### config.mk
export PLATFORM = sky130hd
export DESIGN_NAME = mc_ctrlunit
export DESIGN_NICKNAME = d
export VERILOG_FILES = /design/src/rtl/cpu_pkg.sv /design/src/rtl/mc_waitcnt.sv /design/src/rtl/mc_ctrlunit.sv
export SDC_FILE = /design/constraint.sdc
export NUM_CORES = 1
export LEC_CHECK = 0
export ABC_AREA = 0
export BUFFER_PORTS_ARGS = -buffer_cell sky130_fd_sc_hd__buf_2
export CAP_MARGIN = 10
export CORE_MARGIN = 1.5
export CORE_UTILIZATION = 32
export CTS_CLUSTER_SIZE = 14
export DETAILED_ROUTE_END_ITERATION = 16
export SLEW_MARGIN = 10
export SYNTH_ARGS = -nofsm -noshare
export SYNTH_HDL_FRONTEND = slang
export SYNTH_HIERARCHICAL = 1
export SYNTH_SLANG_ARGS = --single-unit
### constraint.sdc
create_clock -name CLK -period 1.4 [get_ports CLK]
set_input_delay 0.07 -clock CLK [delete_from_list [all_inputs] [get_ports CLK]]
set_output_delay 0.07 -clock CLK [all_outputs]
set_load 0.01 [all_outputs]
### src/rtl/cpu_pkg.sv
// Shared CPU definitions: opcodes, control-unit states, ALU operation codes,
// program-counter source selects and the opcode classification helper.
package cpu_pkg;

  // Low 4 bits of the opcode carry the operation; wider opcodes must keep
  // their upper bits at zero.
  localparam int OPC_W = 4;

  typedef enum logic [OPC_W-1:0] {
    OP_AND  = 4'd0,
    OP_OR   = 4'd1,
    OP_ADD  = 4'd2,
    OP_SUB  = 4'd3,
    OP_ADDC = 4'd4,
    OP_SUBC = 4'd5,
    OP_SLT  = 4'd6,
    OP_ADDI = 4'd7,
    OP_ANDI = 4'd8,
    OP_ORI  = 4'd9,
    OP_LW   = 4'd10,
    OP_SW   = 4'd11,
    OP_BEQ  = 4'd12,
    OP_BNE  = 4'd13,
    OP_JMP  = 4'd14,
    OP_HALT = 4'd15
  } opcode_e;

  typedef enum logic [2:0] {
    S_IDLE   = 3'd0,
    S_FETCH  = 3'd1,
    S_DECODE = 3'd2,
    S_EXEC   = 3'd3,
    S_MEM    = 3'd4,
    S_WB     = 3'd5,
    S_HALT   = 3'd6
  } state_e;

  // Shared ALU interface operation codes.
  localparam logic [2:0] AC_AN  = 3'd0;  // and
  localparam logic [2:0] AC_OR  = 3'd1;  // or
  localparam logic [2:0] AC_ADX = 3'd2;  // add, no carry in
  localparam logic [2:0] AC_SBX = 3'd3;  // subtract, no borrow in
  localparam logic [2:0] AC_AD  = 3'd4;  // add with carry
  localparam logic [2:0] AC_SB  = 3'd5;  // subtract with borrow
  localparam logic [2:0] AC_LS  = 3'd6;  // set on less-than

  // PC source selects.
  localparam logic [1:0] PC_INC    = 2'd0;
  localparam logic [1:0] PC_BRANCH = 2'd1;
  localparam logic [1:0] PC_JUMP   = 2'd2;

  typedef struct packed {
    logic       is_rtype;
    logic       is_imm;
    logic       wrflag;
    logic [2:0] aluc;
  } op_class_t;

  // Datapath control word driven by the sequencer.
  typedef struct packed {
    logic       memreq;
    logic       memwe;
    logic       iord;
    logic       irwrite;
    logic       pcwrite;
    logic [1:0] pcsrc;
    logic [2:0] aluc;
    logic       alusrcb;
    logic       aluoutwe;
    logic       writereg;
    logic       memtoreg;
    logic       regdes;
    logic       wrflag;
    logic       retire;
  } ctrl_t;

  // Opcode classes, unchanged from the single-cycle decoder.
  function automatic op_class_t op_class(input logic [OPC_W-1:0] op);
    op_class_t c;
    c = '0;
    c.is_rtype = (op <= OP_SLT);
    unique case (opcode_e'(op))
      OP_AND:  begin c.aluc = AC_AN;                                end
      OP_OR:   begin c.aluc = AC_OR;                                end
      OP_ADD:  begin c.aluc = AC_ADX; c.wrflag = 1'b1;              end
      OP_SUB:  begin c.aluc = AC_SBX; c.wrflag = 1'b1;              end
      OP_ADDC: begin c.aluc = AC_AD;  c.wrflag = 1'b1;              end
      OP_SUBC: begin c.aluc = AC_SB;  c.wrflag = 1'b1;              end
      OP_SLT:  begin c.aluc = AC_LS;                                end
      OP_ADDI: begin c.aluc = AC_ADX; c.wrflag = 1'b1; c.is_imm = 1'b1; end
      OP_ANDI: begin c.aluc = AC_AN;  c.is_imm = 1'b1;              end
      OP_ORI:  begin c.aluc = AC_OR;  c.is_imm = 1'b1;              end
      OP_LW:   begin c.aluc = AC_ADX; c.is_imm = 1'b1;              end
      OP_SW:   begin c.aluc = AC_ADX; c.is_imm = 1'b1;              end
      OP_BEQ:  begin c.aluc = AC_SBX;                               end
      OP_BNE:  begin c.aluc = AC_SBX;                               end
      default: begin c.aluc = AC_AN;                                end
    endcase
    return c;
  endfunction

endpackage

### src/rtl/mc_waitcnt.sv
// Memory wait counter: counts stalled request cycles and flags a timeout when
// the stall reaches MEMWAIT_MAX cycles with the ready still low.
import cpu_pkg::*;

module mc_waitcnt #(
  parameter int MEMWAIT_MAX = 1
) (
  input  logic clk,
  input  logic rst,
  input  logic active,
  input  logic memrdy,
  output logic timeout
);

  localparam int CW = $clog2(MEMWAIT_MAX + 1);

  logic [CW-1:0] count;

  // A ready on the limit cycle wins over the timeout.
  assign timeout = active && !memrdy && (count == CW'(MEMWAIT_MAX));

  // Count stalled cycles; any completion, timeout or leaving the access state clears.
  always_ff @(posedge clk or posedge rst) begin
    // NOTE: registered state uses non-blocking assignments so every flop samples pre-edge values.
    if (rst) begin
      count <= '0;
    end else if (active && !memrdy && !timeout) begin
      count <= count + 1'b1;
    end else begin
      count <= '0;
    end
  end

endmodule

### src/rtl/mc_ctrlunit.sv
// Multi-cycle control unit: sequences FETCH/DECODE/EXEC/MEM/WB for the shared
// datapath, handshakes memory accesses and halts on HALT, illegal opcodes or
// bus timeouts.
import cpu_pkg::*;

module mc_ctrlunit #(
  parameter int OPW         = 4,
  parameter int MEMWAIT_MAX = 0
) (
  input  logic           CLK,
  input  logic           RST,
  input  logic [OPW-1:0] OP,
  input  logic           ZERO,
  input  logic           MEMRDY,
  output logic           MEMREQ,
  output logic           MEMWE,
  output logic           IORD,
  output logic           IRWRITE,
  output logic           PCWRITE,
  output logic [1:0]     PCSRC,
  output logic [2:0]     ALUC,
  output logic           ALUSRCB,
  output logic           ALUOUTWE,
  output logic           WRITEREG,
  output logic           MEMTOREG,
  output logic           REGDES,
  output logic           WRFLAG,
  output logic           RETIRE,
  output logic           HALTED,
  output logic           ILLEGAL,
  output logic           BUSERR
);

  state_e           state;
  state_e           state_next;
  ctrl_t            ctrl;
  op_class_t        cls;
  logic [OPC_W-1:0] opc;
  logic             upper_bad;
  logic             timeout;
  logic             set_illegal;
  logic             set_buserr;
  logic             illegal_q;
  logic             buserr_q;

  assign opc = OP[OPC_W-1:0];
  assign cls = op_class(opc);

  // Any set bit above the 4-bit operation field makes the opcode illegal.
  generate
    if (OPW > OPC_W) begin : g_upper
      assign upper_bad = |OP[OPW-1:OPC_W];
    end else begin : g_no_upper
      assign upper_bad = 1'b0;
    end
  endgenerate

  // The wait counter exists only when a timeout limit is configured.
  generate
    if (MEMWAIT_MAX > 0) begin : g_waitcnt
      logic mem_active;
      assign mem_active = (state == S_FETCH) || (state == S_MEM);
      mc_waitcnt #(
        .MEMWAIT_MAX (MEMWAIT_MAX)
      ) u_waitcnt (
        .clk     (CLK),
        .rst     (RST),
        .active  (mem_active),
        .memrdy  (MEMRDY),
        .timeout (timeout)
      );
    end else begin : g_no_waitcnt
      assign timeout = 1'b0;
    end
  endgenerate

  // State register and sticky halt-cause bits.
  always_ff @(posedge CLK or posedge RST) begin
    if (RST) begin
      state     <= S_IDLE;
      illegal_q <= 1'b0;
      buserr_q  <= 1'b0;
    end else begin
      state <= state_next;
      if (set_illegal) illegal_q <= 1'b1;
      if (set_buserr)  buserr_q  <= 1'b1;
    end
  end

  // Next-state and control decode from state, opcode and memory ready.
  always_comb begin
    // NOTE: every signal gets a default first so no path through the case infers a latch.
    state_next  = state;
    ctrl        = '0;
    set_illegal = 1'b0;
    set_buserr  = 1'b0;

    unique case (state)
      S_IDLE: begin
        state_next = S_FETCH;
      end

      S_FETCH: begin
        ctrl.memreq = 1'b1;
        if (MEMRDY) begin
          ctrl.irwrite = 1'b1;
          ctrl.pcwrite = 1'b1;
          ctrl.pcsrc   = PC_INC;
          state_next   = S_DECODE;
        end else if (timeout) begin
          set_buserr = 1'b1;
          state_next = S_HALT;
        end
      end

      S_DECODE: begin
        if (upper_bad) begin
          set_illegal = 1'b1;
          state_next  = S_HALT;
        end else if (opc == OP_JMP) begin
          ctrl.pcwrite = 1'b1;
          ctrl.pcsrc   = PC_JUMP;
          ctrl.retire  = 1'b1;
          state_next   = S_FETCH;
        end else if (opc == OP_HALT) begin
          state_next = S_HALT;
        end else begin
          state_next = S_EXEC;
        end
      end

      S_EXEC: begin
        ctrl.aluc     = cls.aluc;
        ctrl.alusrcb  = cls.is_imm;
        ctrl.aluoutwe = 1'b1;
        if (opc == OP_BEQ || opc == OP_BNE) begin
          ctrl.pcwrite = (opc == OP_BEQ) ? ZERO : !ZERO;
          ctrl.pcsrc   = PC_BRANCH;
          ctrl.retire  = 1'b1;
          state_next   = S_FETCH;
        end else if (opc == OP_LW || opc == OP_SW) begin
          state_next = S_MEM;
        end else begin
          state_next = S_WB;
        end
      end

      S_MEM: begin
        ctrl.memreq = 1'b1;
        ctrl.iord   = 1'b1;
        ctrl.memwe  = (opc == OP_SW);
        if (MEMRDY) begin
          if (opc == OP_SW) begin
            ctrl.retire = 1'b1;
            state_next  = S_FETCH;
          end else begin
            state_next = S_WB;
          end
        end else if (timeout) begin
          set_buserr = 1'b1;
          state_next = S_HALT;
        end
      end

      S_WB: begin
        ctrl.writereg = 1'b1;
        ctrl.memtoreg = (opc == OP_LW);
        ctrl.regdes   = cls.is_rtype;
        ctrl.wrflag   = cls.wrflag;
        ctrl.retire   = 1'b1;
        state_next    = S_FETCH;
      end

      S_HALT: begin
        state_next = S_HALT;
      end

      default: begin
        state_next = S_IDLE;
      end
    endcase
  end

  assign MEMREQ   = ctrl.memreq;
  assign MEMWE    = ctrl.memwe;
  assign IORD     = ctrl.iord;
  assign IRWRITE  = ctrl.irwrite;
  assign PCWRITE  = ctrl.pcwrite;
  assign PCSRC    = ctrl.pcsrc;
  assign ALUC     = ctrl.aluc;
  assign ALUSRCB  = ctrl.alusrcb;
  assign ALUOUTWE = ctrl.aluoutwe;
  assign WRITEREG = ctrl.writereg;
  assign MEMTOREG = ctrl.memtoreg;
  assign REGDES   = ctrl.regdes;
  assign WRFLAG   = ctrl.wrflag;
  assign RETIRE   = ctrl.retire;
  assign HALTED   = (state == S_HALT);
  assign ILLEGAL  = illegal_q;
  assign BUSERR   = buserr_q;

endmodule
==> summary.md, run 1 <==
| Metric | Value |
|---|---|
| First-pass GRT wire length | `between 2000 and 2500 µm` |
| Clk_skew | `12.4 ps` |
| Static Leakage | `0.000414 µW` |
| Final setup vio count | `11` |
| Residual DRC count | `2` |
| Worst Reg-to-Reg Cells | `5` |
| Max Freq | `around 620 MHz` |
| DR vias/cell | `between 5 and 6` |
| Fin crit share | `115%` |
| Gp weighted congestion | `around 0.80` |
| Initial antenna violation count | `0` |
| Final Cell Area | `between 700 and 800 µm²` |
| Synth Register Bits | `3` |
| Worst EP arrival | `around 1500 ps` |
| Clk_lat worst skew | `roughly 240 ps` |
| Worst-path clk slew | `around 50 ps` |
| Initial Util | `between 30% and 40%` |
| Status | `finished, violations left` |
| Placeable Area | `roughly 1600 µm²` |
| Compound-Gate Fraction of Synth Area | `around 20%` |
| Antenna diode count | `0` |
| Simple-gate share of the synthesized area | `between 40% and 50%` |
| Routed Antenna Nets | `0` |
| Max IR drop VDD | `about 530 µV` |
| DRT Pass-1 Iters | `12` |
| Placed cell areas | `644 µm²` |
| Multiplexer area fraction after synthesis | `3.89%` |
| Sequential area share after synthesis | `around 14%` |
| Largest net degree at the start of global routing | `13` |
| CTS tree | `yes` |
| Power Density | `around 1500 nW/µm²` |
| Startpoint Class | `flip-flop` |
| Final Max Tran Viols | `0` |
| Routed wire length | `between 1500 and 2000 µm` |
| Fraction of layout cells with a size suffix above 1 | `around half` |
| Most flops, register | `state` |
| WHS Path Cells | `2` |
| H-tree depth | `1` |
| CP Class | `flip-flop to primary output` |
| Largest registers | `state (3)` |
| Area delta synth->final | `38.4%` |
| Ys Warns | `6` |
| Final core area utilization | `approximately half` |
| Post-Synth Adder-Cell Area | `0%` |
| Max-cap viol count | `0` |
| Die area | `a little under 2000 µm²` |
| Critical Path Fanout Max | `6` |
| DR WL/cell | `between 10 and 15 µm` |
| Vias | `about 610` |
| Mapped Area | `547 µm²` |
| Ys flop type | `dfrtp_1` |
| Type of the most critical hold path | `input port to flip-flop` |
| Critical Path RT | `roughly 1300 ps` |
| Die height | `44.3 µm` |
| Starting DRT DRC Count | `21` |
| Largest family of logic cells by synthesized area | `simple AND/OR/NAND/NOR gates` |
| Total grt overflow | `0` |
| Largest register FFs | `3` |
| Failing checks | `DRC, setup timing` |
| IO buf count | `25` |
| CTS buffer count | `3` |
| FFs w/ async S/R, synth | `100%` |
| Syn_area_per_cell | `approximately 8 µm²` |
| Synth cell types | `39` |
| Syn Inst Count | `68` |
| Clock sink count | `3` |
| Max clock buf depth | `2` |
| Detailed Place HPWL | `between 900 and 1000 µm` |
| Nets | `110` |
| Setup WS pre-CTS | `-8.23 ps` |
| Root Driver | `clkbuf_4` |
| RSZ-0062 raised after global routing | `true` |
| Worst Setup End Kind | `primary output` |
| Final hold violation count | `0` |
| Post-Synth XOR/XNOR Area | `~1.6%` |
| Number of synthesized flops with an enable pin | `0` |
| GRT Total Usage | `between 10% and 20%` |
| Post-route setup slack | `-213 ps` |
| # IOs | `28` |
| Final period demand of the worst path | `about 1600 ps` |
| Num rows | `14` |
| Hold slack | `between 100 and 150 ps` |
| Die Wd | `44.3 µm` |
| Vias in the first global route | `between 500 and 600` |
[final timing paths]
check,start,end,slack [ps]
min,MEMRDY,state[2],140
max in group asynchronous,RST,state[1],1000
min in group asynchronous,RST,state[0],240
max,state[0],RETIRE,-210
min reg2reg,state[1],state[0],730
max reg2reg,state[2],state[2],40
[cells in the mapped netlist (2+ instances only)]
cell type,count,area [µm²]
buf_4,2,15.0
nand2_1,6,22.5
nor4_1,2,12.5
nand3_1,2,10.0
a21oi_1,4,20.0
nor2_1,6,22.5
buf_2,2,10.0
nand3b_1,2,15.0
nor2b_1,2,12.5
inv_1,6,22.5
dfrtp_1,3,75.1
o21ai_0,3,15.0
buf_6,2,22.5
[layout by cell type, fill, tap and decap left out, drive strengths merged, types with 3 or more instances in the layout]
cell type | Yosys | final
nor2 | 7 | 7
clkbuf | 1 | 4
inv | 6 | 6
nor4 | 3 | 3
nand3b | 3 | 3
o21ai | 3 | 3
buf | 7 | 35
nor2b | 3 | 3
dfrtp | 3 | 3
nand2 | 7 | 7
a21oi | 4 | 4
[layout make-up]
class / count / area (µm²)
fillers: 155 / 802
multi-input cells: 52 / 383
repair buffers: 36 / 228
flip-flops and latches: 3 / 77.6
clock buffers: 4 / 26.3
inverters: 6 / 22.5
well taps: 16 / 20.0
[per-stage QoR]
| step | std cells | total power (µW) | setup TNS (ps) |
|---|---|---|---|
| CTS | 115 | 1050 | -1070 |
| global route | 117 | 1180 | -2240 |
| detailed placement | 106 | 786 | -14.7 |
| floorplan | 69 | 616 | 0 |
| finish | 117 | 1100 | -1040 |
| global placement | 106 | 788 | 0 |
[worst max-delay path, cell delays in order (launching register included)]
cell	delay, ps
dfrtp_1	420
nand2b_2	260
nor4_4	330
a221o_1	180
buf_2	120
[logic make-up after synthesis]
group,Yosys count
buffers and inverters,14
muxes,2
and+or+nand+nor,32
other,1
AOI/OAI and AO/OA,15
xor gates and xnor gates,1
DFF,3
[where the power goes]
group / total (µW) / internal, µW / switching, µW
sequential: 183 / 128 / 54.8
combinational: 758 / 375 / 382
clock: 163 / 107 / 55.7
[per-layer routing]
metal	global-route usage (%)	vias up	routed length, µm
met2	27.6	21	745
met3	3.67	0	69
met5	0	-	0
met1	20.1	282	701
li1	-	304	-
met4	4.85	0	0
[timing repair]
item	in CTS	in global routing
pin swaps	3	2
cloned	1	0
endpoints found under the hold margin	3	0
hold buffers	1	0
setup endpoints to repair	12	17
resized for setup	6	3
setup buffers	3	3
Note: power is estimated with default switching activity, not from simulation.
==> run 2: changes to the inputs <==
Clock period 1.4 ns to 1.9 ns, I/O delays scaled along.
==> summary.md, run 2 (synthesis results as in run 1) <==
| Metric | Value |
|---|---|
| Status | `finished, violations left (unchanged)` |
| Failing checks | `DRC (was DRC, setup timing)` |
| Startpoint Class | `flip-flop (unchanged)` |
| Most flops, register | `state (unchanged)` |
| Pwr Total | `654 µW (was 1100 µW)` |
| Largest registers | `state (3) (unchanged)` |
| Largest net degree at the start of global routing | `14 (was 13)` |
| Critical Path Fanout Max | `13 (was 6)` |
| Area delta synth->final | `19.0% (was 38.4%)` |
| Worst EP arrival | `1650 ps (was 1540 ps)` |
| Final Max Tran Viols | `0 (unchanged)` |
| Type of the most critical hold path | `input port to flip-flop (unchanged)` |
| Critical Path RT | `1800 ps (was 1330 ps)` |
| Largest register FFs | `3 (unchanged)` |
| Starting DRT DRC Count | `20 (was 21)` |
| Initial Util | `35.1% (unchanged)` |
| Num rows | `14 (unchanged)` |
| Max-cap viol count | `0 (unchanged)` |
| CTS tree | `yes (unchanged)` |
| Max IR drop VDD | `378 µV (was 533 µV)` |
| GRT Total Usage | `13.1% (was 16.2%)` |
| Nets | `100 (was 110)` |
| Residual DRC count | `2 (unchanged)` |
| Placeable Area | `1560 µm² (unchanged)` |
| Die height | `44.3 µm (unchanged)` |
| Root Driver | `clkbuf_4 (unchanged)` |
| Commonest non-fill, non-tap cell in the layout | `buf_2 (unchanged)` |
| DR WL/cell | `11.7 µm (was 13.0 µm)` |
| Detailed Place HPWL | `913 µm (was 986 µm)` |
| Initial antenna violation count | `0 (unchanged)` |
| Die Wd | `44.3 µm (unchanged)` |
| Most frequent cells in the layout | `buf_2, inv_1, nand2_1, nor2_1, a21oi_1 (was buf_2, buf_4, nor2_1)` |
| CTS buffer count | `3 (unchanged)` |
| Fraction of layout cells with a size suffix above 1 | `41.8% (was 51.5%)` |
| DR vias/cell | `5.08 (was 5.19)` |
| Final hold violation count | `0 (unchanged)` |
| IO buf count | `25 (unchanged)` |
| Total grt overflow | `0 (unchanged)` |
| Post-Layout Cell Count | `107 (was 117)` |
| Power Density | `1010 nW/µm² (was 1460 nW/µm²)` |
| Max Freq | `~570 MHz` |
| # IOs | `28 (unchanged)` |
| Routed wire length | `1250 µm (was 1520 µm)` |
| Setup TNS | `0 ps (was -1040 ps)` |
| Clock sink count | `3 (unchanged)` |
| Vias in the first global route | `416 (was 567)` |
| First-pass GRT wire length | `1890 µm (was 2430 µm)` |
| Worst-path clk slew | `40 ps (was 50 ps)` |
| Setup repair bufs after CTS | `0 (was 3)` |
| Clk_lat worst skew | `240 ps (about the same)` |
| RSZ-0062 raised after global routing | `false (was true)` |
| Fin crit share | `between 90 and 100%` |
| Static Leakage | `0.000363 µW (was 0.000414 µW)` |
| Die area | `1970 µm² (unchanged)` |
| Vias | `544 (was 607)` |
| DRT Pass-1 Iters | `11 (was 12)` |
| # placed instances | `102 (was 106)` |
| H-tree depth | `1 (unchanged)` |
| Worst Setup End Kind | `primary output (unchanged)` |
| Final core area utilization | `41.7% (was 48.6%)` |
| Final setup vio count | `0 (was 11)` |
| Gp weighted congestion | `0.787 (was 0.797)` |
| CP Class | `flip-flop to primary output (unchanged)` |
| Routed Antenna Nets | `0 (unchanged)` |
| Clk_skew | `4.98 ps (was 12.4 ps)` |
| Antenna diode count | `0 (unchanged)` |
| Fillers | `170 (was 155)` |
| Max clock buf depth | `2 (unchanged)` |
| Final period demand of the worst path | `roughly 1700 ps` |
run 2: cell types whose count changed in the layout (fill, tap and decap cells not counted), sizes merged:
cell  before  now
buf       35   25
run 2: critical path, stage by stage, from the launching register on:
cell     delay [ps]
dfrtp_1         570
mux2_2          380
a221o_1         330
buf_2           140
run 2: power by group:
group / internal, µW / total (µW) / switching [µW]
Combinational: 177 / 371 / 194
Clock: 79.1 / 118 / 38.9
Sequential: 89.9 / 166 / 75.7
run 2: area by class of cell:
class	instances	area, µm²	share of cell area (%)
Inverter	6	22.5	3.46
Sequential cell	3	75.1	11.5
Tap cell	16	20.0	3.08
Clock buffer	4	26.3	4.04
Timing Repair Buffer	26	135	20.8
Multi-Input combinational cell	52	372	57.1
run 2: stage by stage:
step	cell area [µm²]	setup slack, ps	hold WS (ps)
after floorplan	551	515	-151
after global placement	614	439	-41.0
after detailed placement	614	420	-40.0
after CTS	651	143	117
after global routing	651	87.6	142
final	651	155	125
run 2: final timing paths:
kind,from,endpoint,slack (ps),cells after the start
worst max-delay path,state[1],RETIRE,150,3
worst min-delay path,MEMRDY,state[2],120,2
worst max register to register,state[1],state[2],540,4
worst min register to register,state[1],state[0],720,1
max in group asynchronous,RST,state[1],1510,3
min in group asynchronous,RST,state[2],260,3
run 2: routing by layer:
layer  GRT usage (%)  wire length, µm  up-vias
li1                -                -      280
met1            18.6              638      241
met2            19.1              521       21
met3            2.45               76        2
met4            5.45               11        0
met5               0                0        -
run 2: what timing repair did:
item | 4_1_cts | 5_1_grt
hold buffers | 1 | 0
endpoints found under the setup margin | 0 | 0
hold endpoints to repair | 3 | 0
gates resized for setup | 0 | 0
==> run 3: changes to the inputs <==
Settings changed: RECOVER_POWER from default to 50.
==> summary.md, run 3 (synthesis results as in run 1) <==
| Metric | Value |
|---|---|
| WHS Path Cells | `2 (unchanged)` |
| Detailed Place HPWL | `913 µm (unchanged)` |
| Critical Path Fanout Max | `13 (unchanged)` |
| # IOs | `28 (unchanged)` |
| Die Wd | `44.3 µm (unchanged)` |
| Failing checks | `DRC (unchanged)` |
| Max clock buf depth | `2 (unchanged)` |
| Commonest non-fill, non-tap cell in the layout | `buf_2 (unchanged)` |
| Hold Path End | `state[2] (unchanged)` |
| Clk_lat worst skew | `240 ps (about the same)` |
| Largest net degree at the start of global routing | `14 (unchanged)` |
| Placeable Area | `1560 µm² (unchanged)` |
| Final setup vio count | `0 (unchanged)` |
| First-pass GRT wire length | `1890 µm (unchanged)` |
| Crit-path max cell delay | `560 ps (was 570 ps)` |
| CTS tree | `yes (unchanged)` |
| CP Class | `flip-flop to primary output (unchanged)` |
| CP max stage cell | `dfrtp_1 (unchanged)` |
| Sequential share of power | `25.4% (was 25.3%)` |
| Critical path's top delay family | `flip-flops (unchanged)` |
| Clock sink count | `3 (unchanged)` |
| Fin crit share | `91.8% (was 91.9%)` |
| Starting DRT DRC Count | `14 (was 20)` |
| DR vias/cell | `5.07 (was 5.08)` |
| Critical Path RT | `1800 ps (about the same)` |
| Worst Setup End Kind | `primary output (unchanged)` |
| Die height | `44.3 µm (unchanged)` |
| Clk_skew | `4.99 ps (was 4.98 ps)` |
| Static Leakage | `0.000338 µW (was 0.000363 µW)` |
| IO buf count | `25 (unchanged)` |
| Max Freq | `573 MHz (about the same)` |
| Most flops, register | `state (unchanged)` |
| Worst EP arrival | `1650 ps (about the same)` |
| Reg-to-Reg End | `state[2] (unchanged)` |
| Fraction of layout cells with a size suffix above 1 | `35.2% (was 41.8%)` |
| Worst path bufs/invs | `1 (unchanged)` |
| Routed wire length | `1250 µm (about the same)` |
| Worst Hold Launch | `MEMRDY (unchanged)` |
| Vias | `542 (was 544)` |
| Power Density | `1020 nW/µm² (was 1010 nW/µm²)` |
| Routed Antenna Nets | `0 (unchanged)` |
| Total grt overflow | `0 (unchanged)` |
| Setup TNS | `0 ps (unchanged)` |
| CTS buffer count | `3 (unchanged)` |
| Final Max Tran Viols | `0 (unchanged)` |
| Type of the most critical hold path | `input port to flip-flop (unchanged)` |
| Status | `finished, violations left (unchanged)` |
| Final hold violation count | `0 (unchanged)` |
| FF-to-FF setup slack | `540 ps (about the same)` |
| Die area | `1970 µm² (unchanged)` |
| Num rows | `14 (unchanged)` |
| Hold-fix buffers at CTS | `1 (unchanged)` |
| Clock power share | `18.4% (was 18.0%)` |
| Worst reg2reg path startpoint | `state[1] (unchanged)` |
| Max-cap viol count | `0 (unchanged)` |
| Root Driver | `clkbuf_4 (unchanged)` |
| Antenna diode count | `0 (unchanged)` |
| Max IR drop VDD | `377 µV (was 378 µV)` |
| Final core area utilization | `40.4% (was 41.7%)` |
| GRT Total Usage | `13.1% (unchanged)` |
| Initial Util | `35.1% (unchanged)` |
| Cells along the critical path | `mux2_2 > a221o_1 > buf_2 (unchanged)` |
| RSZ-0062 raised after global routing | `false (unchanged)` |
| Setup repair bufs after CTS | `0 (unchanged)` |
| Switch Pwr | `306 µW (was 309 µW)` |
| Gp weighted congestion | `0.787 (unchanged)` |
| DRT Pass-1 Iters | `11 (unchanged)` |
| Sw frac | `47.7% (was 47.2%)` |
| Worst-path clk slew | `40 ps (about the same)` |
| DR WL/cell | `11.7 µm (about the same)` |
| H-tree depth | `1 (unchanged)` |
| Nets | `100 (unchanged)` |
| Residual DRC count | `2 (unchanged)` |
| Comb power frac | `56.2% (was 56.7%)` |
| Startpoint Class | `flip-flop (unchanged)` |
| Worst Reg-to-Reg Cells | `4 (unchanged)` |
| Final period demand of the worst path | `1740 ps (was 1750 ps)` |
| Area delta synth->final | `15.1% (was 19.0%)` |
| Vias in the first global route | `416 (unchanged)` |
| Internal | `335 µW (was 346 µW)` |
| Largest register FFs | `3 (unchanged)` |
| Most frequent cells in the layout | `buf_2, inv_1, nand2_1, nor2_1, clkbuf_1 (was buf_2, inv_1, nand2_1, nor2_1, a21oi_1)` |
| Initial antenna violation count | `0 (unchanged)` |
| Post_cts resized | `0 (unchanged)` |
| Largest registers | `state (3) (unchanged)` |
==> run 3: worst max-delay path by stage <==
| stage | startpoint | to | depth (start not counted) | slack, ps |
|---|---|---|---|---|
| global placement | state[1] | RETIRE | 3 | 440 |
| floorplan | state[0] | RETIRE | 3 | 520 |
| detailed placement | state[1] | RETIRE | 3 | 420 |
| finish | state[1] | RETIRE | 3 | 160 |
| CTS | state[1] | RETIRE | 3 | 140 |
| global route | state[2] | PCWRITE | 4 | 60 |
==> run 3: area by class of cell <==
| type | count | area (µm²) |
|---|---|---|
| sequential | 3 | 75.1 |
| fill | 176 | 930 |
| inverter | 6 | 22.5 |
| multi-input combinational | 52 | 357 |
| timing repair buffer | 26 | 129 |
| clock buffer | 4 | 26.3 |
| tap | 16 | 20.0 |
==> run 3: per-layer routing <==
layer	GRT usage, %	up-vias	wire length (µm)
met4	5.45	0	11
met1	18.6	239	648
met5	0	-	0
met3	2.45	2	77
met2	19.1	21	515
li1	-	280	-
==> run 3: power by group through the flow <==
stage / sequential, µW / clock (µW) / combinational [µW]
3_5_place_dp: 165 / 0 / 372
4_1_cts: 166 / 122 / 375
3_3_place_gp: 163 / 0 / 374
5_1_grt: 169 / 129 / 403
6_report: 163 / 118 / 360
2_1_floorplan: 118 / 0 / 336
==> run 3: stage by stage <==
stage | std cells | area, µm² | hold WS (ps) | power, µW | setup WS (ps)
6_report | 107 | 629 | 123 | 641 | 156
5_1_grt | 107 | 629 | 142 | 701 | 60.0
4_1_cts | 107 | 651 | 117 | 663 | 143
3_5_place_dp | 102 | 614 | -40.0 | 538 | 420
3_3_place_gp | 102 | 614 | -41.0 | 537 | 439
2_1_floorplan | 69 | 551 | -151 | 454 | 515
